===== src/rtl/eth_task_sched.sv =====
// eth_task_sched: shares the eth_task SPI engine between two requesters and CPU buffer-RAM access.
// Define ETH_SCHED_TIMEOUT_EN to build the eth_done timeout counter and the reqN_err flags.
module eth_task_sched #(
  parameter int START_LEN = 6,
  parameter int TIMEOUT   = 65535,
  parameter int ADDR_W    = 24,
  parameter int SIZE_W    = 13
) (
  input  logic              mclk,
  input  logic              reset,
  input  logic              req0,
  input  logic [ADDR_W-1:0] req0_addr,
  input  logic [SIZE_W-1:0] req0_size,
  output logic              req0_ack,
  output logic              req0_err,
  input  logic              req1,
  input  logic [ADDR_W-1:0] req1_addr,
  input  logic [SIZE_W-1:0] req1_size,
  output logic              req1_ack,
  output logic              req1_err,
  input  logic              mb_req,
  output logic              mb_gnt,
  output logic              eth_start,
  output logic [ADDR_W-1:0] eth_addr,
  output logic [SIZE_W-1:0] eth_size,
  output logic              eth_ram_sel,
  input  logic              eth_done,
  output logic              busy
);

  typedef enum logic [2:0] {IDLE, START, WAIT, ACK, CPU} state_t;

  state_t     state;
  logic [1:0] ptr;        // last served source: 0 = req0, 1 = req1, 2 = CPU
  logic       owner;      // SPI requester of the transaction in flight
  logic [3:0] start_cnt;
  logic       done_d;
  logic       done_rise;
  logic [1:0] grant;
  logic       grant_vld;

  assign done_rise = eth_done & ~done_d;

`ifdef ETH_SCHED_TIMEOUT_EN
  logic [15:0] to_cnt;
  logic        to_hit;

  assign to_hit = (to_cnt == 16'(TIMEOUT - 1));
`else
  // Without the timeout counter TIMEOUT has no consumer; the errors are constant.
  logic unused_timeout;

  assign unused_timeout = ^TIMEOUT;
  assign req0_err       = 1'b0;
  assign req1_err       = 1'b0;
`endif

  // Round-robin: the first asserted source after ptr wins, wrapping 0 -> 1 -> 2 -> 0.
  // NOTE: every output of this block gets a default first so no latch is inferred.
  always_comb begin
    grant     = 2'd0;
    grant_vld = 1'b1;
    case (ptr)
      2'd0: begin
        if (req1)        grant = 2'd1;
        else if (mb_req) grant = 2'd2;
        else if (req0)   grant = 2'd0;
        else             grant_vld = 1'b0;
      end
      2'd1: begin
        if (mb_req)      grant = 2'd2;
        else if (req0)   grant = 2'd0;
        else if (req1)   grant = 2'd1;
        else             grant_vld = 1'b0;
      end
      default: begin
        if (req0)        grant = 2'd0;
        else if (req1)   grant = 2'd1;
        else if (mb_req) grant = 2'd2;
        else             grant_vld = 1'b0;
      end
    endcase
  end

  always_ff @(posedge mclk or posedge reset) begin
    if (reset) begin
      state       <= IDLE;
      ptr         <= 2'd2;
      owner       <= 1'b0;
      start_cnt   <= '0;
      done_d      <= 1'b0;
      eth_start   <= 1'b0;
      eth_addr    <= '0;
      eth_size    <= '0;
      eth_ram_sel <= 1'b0;
      mb_gnt      <= 1'b0;
      req0_ack    <= 1'b0;
      req1_ack    <= 1'b0;
      busy        <= 1'b0;
`ifdef ETH_SCHED_TIMEOUT_EN
      to_cnt      <= '0;
      req0_err    <= 1'b0;
      req1_err    <= 1'b0;
`endif
    end else begin
      done_d   <= eth_done;
      // NOTE: non-blocking defaults here make the ack/err strobes one-cycle pulses;
      // a later assignment in the same cycle overrides them.
      req0_ack <= 1'b0;
      req1_ack <= 1'b0;
`ifdef ETH_SCHED_TIMEOUT_EN
      req0_err <= 1'b0;
      req1_err <= 1'b0;
`endif
      case (state)
        IDLE: begin
          if (grant_vld) begin
            ptr  <= grant;
            busy <= 1'b1;
            if (grant == 2'd2) begin
              state       <= CPU;
              mb_gnt      <= 1'b1;
              eth_ram_sel <= 1'b1;
            end else begin
              state     <= START;
              owner     <= grant[0];
              start_cnt <= '0;
              eth_start <= 1'b1;
              eth_addr  <= grant[0] ? req1_addr : req0_addr;
              eth_size  <= grant[0] ? req1_size : req0_size;
            end
          end
        end

        START: begin
          if (start_cnt == 4'(START_LEN - 1)) begin
            eth_start <= 1'b0;
            state     <= WAIT;
`ifdef ETH_SCHED_TIMEOUT_EN
            to_cnt    <= '0;
`endif
          end else begin
            start_cnt <= start_cnt + 4'd1;
          end
        end

        // A done level already high on entry has done_d set, so it cannot look like an edge.
        WAIT: begin
          if (done_rise) begin
            state    <= ACK;
            req0_ack <= ~owner;
            req1_ack <= owner;
          end
`ifdef ETH_SCHED_TIMEOUT_EN
          else if (to_hit) begin
            state    <= ACK;
            req0_ack <= ~owner;
            req1_ack <= owner;
            req0_err <= ~owner;
            req1_err <= owner;
          end else begin
            to_cnt <= to_cnt + 16'd1;
          end
`endif
        end

        ACK: begin
          state <= IDLE;
          busy  <= 1'b0;
        end

        CPU: begin
          if (!mb_req) begin
            state       <= IDLE;
            mb_gnt      <= 1'b0;
            eth_ram_sel <= 1'b0;
            busy        <= 1'b0;
          end
        end

        default: begin
          state <= IDLE;
          busy  <= 1'b0;
        end
      endcase
    end
  end

endmodule


===== config.mk =====
export PLATFORM = sky130hd
export DESIGN_NAME = eth_task_sched
export DESIGN_NICKNAME = d
export VERILOG_FILES = /design/src/rtl/eth_task_sched.sv
export SDC_FILE = /design/constraint.sdc
export NUM_CORES = 1
export LEC_CHECK = 0
export BUFFER_PORTS_ARGS = -buffer_cell sky130_fd_sc_hd__buf_2
export CORE_MARGIN = 2
export CORE_UTILIZATION = 30
export CTS_BUF_LIST = sky130_fd_sc_hd__clkbuf_8
export CTS_CLUSTER_DIAMETER = 50
export DETAILED_ROUTE_END_ITERATION = 16
export PLACE_DENSITY = 0.58
export SLEW_MARGIN = 25
export SYNTH_ARGS = -nofsm -noshare
export SYNTH_HDL_FRONTEND = slang
export SYNTH_SLANG_ARGS = --single-unit

===== constraint.sdc =====
create_clock -name mclk -period 3.3 [get_ports mclk]
set_input_delay 0.33 -clock mclk [delete_from_list [all_inputs] [get_ports mclk]]
set_output_delay 0.33 -clock mclk [all_outputs]
set_load 0.02 [all_outputs]

==> impl_metrics.tcl <==
set metrics [dict create \
    p_switching_mw 1.37 \
    p_leak_nw 1.62 \
    synth_ff_type "dfrtp_1" \
    antenna_found_initial 0 \
    pre_cts_slack_ns 1.29 \
    status "finished clean" \
    fin_worst_skew_ns 0.00374 \
    syn-cell-area_mm2 0.00253 \
    critPathCaptureType "register" \
    synthMuxAreaShare_pct 0.791 \
    finish.instance_area_mm2 0.00336 \
    switching_share_pct 43.8 \
    pin_count 125 \
    drtIter0Drc 64 \
    power_mw 3.12 \
    nNetsFinal 489 \
    synth.area.top_cells "dfrtp_1 51%, nand2_1 12%, a31oi_1 9.4%" \
    synth_top_area_share_pct 51.4 \
    start_util_pct 30.8 \
    p_int_mw 1.75 \
    postCtsSetupBuffers 0 \
    p_comb_share_pct 48.5 \
    design.core.area_mm2 0.00822 \
    grt_max_degree 42 \
    synth_edf_count 0 \
    fin_setup_tns_ns 0 \
    rsz0062_at_grt "no" \
    fillCellCount 858 \
    grt_overflow 0 \
    path_class "register to register" \
    arrival_ns 2.19 \
    hold_violations 0 \
    hp-class "primary input to register" \
    synthArstFlopShare_pct 100 \
    synth_compound_area_share_pct 16.9 \
    fmax_mhz 498 \
    ys_seq_area_share_pct 52.4 \
    cp-start-kind "register" \
    reg2reg_depth 5 \
    crit_fanout 41 \
    tritoncts "done" \
    drive_gt1_share_pct 34.3 \
    maxSlewViolCount 0 \
    cts_sinks 53 \
    synth_xor_area_share_pct 0 \
    port_buffers 122 \
    fin_ws_ns 1.29 \
    ant_nets 0 \
    power_density_mw_per_mm2 928 \
    ctsResizeCount 0 \
    dp_hpwl_um 4670 \
    r2r_start "state[2]" \
    design.die.area_mm2 0.00919 \
    cts.clk_slew.worst_paths_ns 0.10 \
    vdd_ir_drop_max_v 0.000382 \
    clk_latency_ns 0.30 \
    grt_pass1_wl_um 10200 \
    drv_cap 0 \
    p_clk_share_pct 14.6 \
    fin_crit_sh_pct 60.9 \
    slew_headroom_pct 49.0 \
    die_height_um 95.9 \
    r2r_slack_ns 1.29 \
    synth_top_family_by_area "simple AND/OR/NAND/NOR gates" \
    diodes 0 \
    netlist_instances 294 \
    clock_path_buffers 2 \
    wl_um 6400 \
    die_w_um 95.9 \
    route.detailed.drc 0 \
    reg2reg_to "start_cnt[0]" \
    vias 2420 \
    viasPerCell 4.72 \
    cts-root-buf "clkbuf_8" \
    ys_warn_count 0 \
    synth_area_leader_cell "dfrtp_1" \
    cts_buffers 5 \
    worst_slew_pin_slew_ns 0.763 \
    ys_ff_latch 53 \
    rows 33 \
    cts_htree_levels 2 \
    period_minus_slack_ns 2.01 \
    min_to "done_d" \
    wl_per_cell_um 12.5 \
    hold_depth 1 \
    place_area_mm2 0.00321 \
    first_pass_iters 4 \
    crit_required_ns 3.49 \
    grt_pass1_vias 2238 \
    synth_fa_ha_area_share_pct 0.988 \
    gp_congestion 0.760 \
    min_from "eth_done" \
    finalSetupViolCount 0 \
    pwr-share-seq_pct 36.9 \
    utilization_pct 40.9 \
    synth.distinct_cells 41 \
    groute.usage.overall_pct 14.2 \
    area_growth_syn_to_layout_pct 32.6 \
    holdBufCountCts 0 \
    syn_avg_cell_area_um2 8.61 \
    synthSimpleGateAreaFrac_pct 23.1 \
]
[final cells by class]
type                            count  area (um2)  area share, %
Multi-Input combinational cell    213        1090           32.4
Inverter                            7        26.3          0.782
Clock buffer                        6        82.6           2.46
Clock inverter                      2        33.8           1.01
Sequential cell                    53        1330           39.5
Timing Repair Buffer              127         668           19.9
Tap cell                          105         131           3.91
[per-layer routing]
metal  share of wire (%)  global-route usage, %  wire (um)
met5                   0                      0          0
met1                  46                   17.9       2950
met4                 1.3                   4.29         80
met2                  46                   24.1       2940
met3                 6.7                   3.21        429
[placed cells by master, fill, tap and decap left out, drive strengths merged, types with 6 or more instances in the layout]
cell type,count
buf,127
nand2,79
dfrtp,52
nor2,42
a31oi,38
inv,8
a21oi,8
o21ai,6
clkbuf,6
[critical path: stages (launching register included)]
cell,delay (ns)
dfrtp_1,0.54
or3_4,0.47
a311oi_4,0.23
buf_4,0.40
nand3b_1,0.16
o21ai_0,0.09
[cells in the mapped netlist, drive strengths merged (2+ instances only)]
| master | number |
|---|---|
| nand2 | 79 |
| dfrtp | 52 |
| nor2 | 42 |
| a31oi | 38 |
| buf | 16 |
| a21oi | 8 |
| inv | 7 |
| clkbuf | 6 |
| o21ai | 6 |
| nand2b | 3 |
| nand3b | 3 |
| nor3 | 3 |
| ha | 2 |
| mux2i | 2 |
| nor2b | 2 |
| nor4 | 2 |
| o31ai | 2 |
| or3 | 2 |
[logic make-up after synthesis]
| family | count (synthesis) |
|---|---|
| adder cells (fa/ha/maj) | 2 |
| other | 1 |
| buffers and inverters | 29 |
| multiplexers | 2 |
| flip-flops | 53 |
| AND/OR/NAND/NOR | 141 |
| AO/OA/AOI/OAI | 66 |
[worst max path at each step]
stage | end | startpoint | depth (start not counted) | slack, ns
after floorplan | owner | state[2] | 5 | 1.67
after global placement | start_cnt[0] | state[0] | 5 | 1.32
after detailed placement | start_cnt[0] | state[0] | 5 | 1.29
after CTS | start_cnt[0] | state[0] | 5 | 1.27
after global routing | start_cnt[0] | state[0] | 5 | 1.12
final | start_cnt[0] | state[2] | 5 | 1.29
[flip-flops by register name, indices dropped and copies added, names as in the netlist]
name         cells
owner            1
eth_ram_sel      1
start_cnt        4
busy             1
req0_ack         1
ptr              2
eth_addr        24
eth_size        13
req1_ack         1
done_d           1
state            3
eth_start        1
[per-stage QoR]
stage,hold WS (ns),cells
floorplan,0.361,295
global placement,0.433,504
detailed placement,0.431,504
CTS,0.136,512
global route,0.126,513
finish,0.149,513
[power by group through the flow]
stage	Combinational (mW)	Sequential (mW)	Clock, mW
2_1_floorplan	0.795	1.41	0
3_3_place_gp	1.49	1.16	0
3_5_place_dp	1.52	1.16	0
4_1_cts	1.51	1.15	0.477
5_1_grt	1.71	1.19	0.500
6_report	1.51	1.15	0.456
Power figures use the tool's default switching activity.
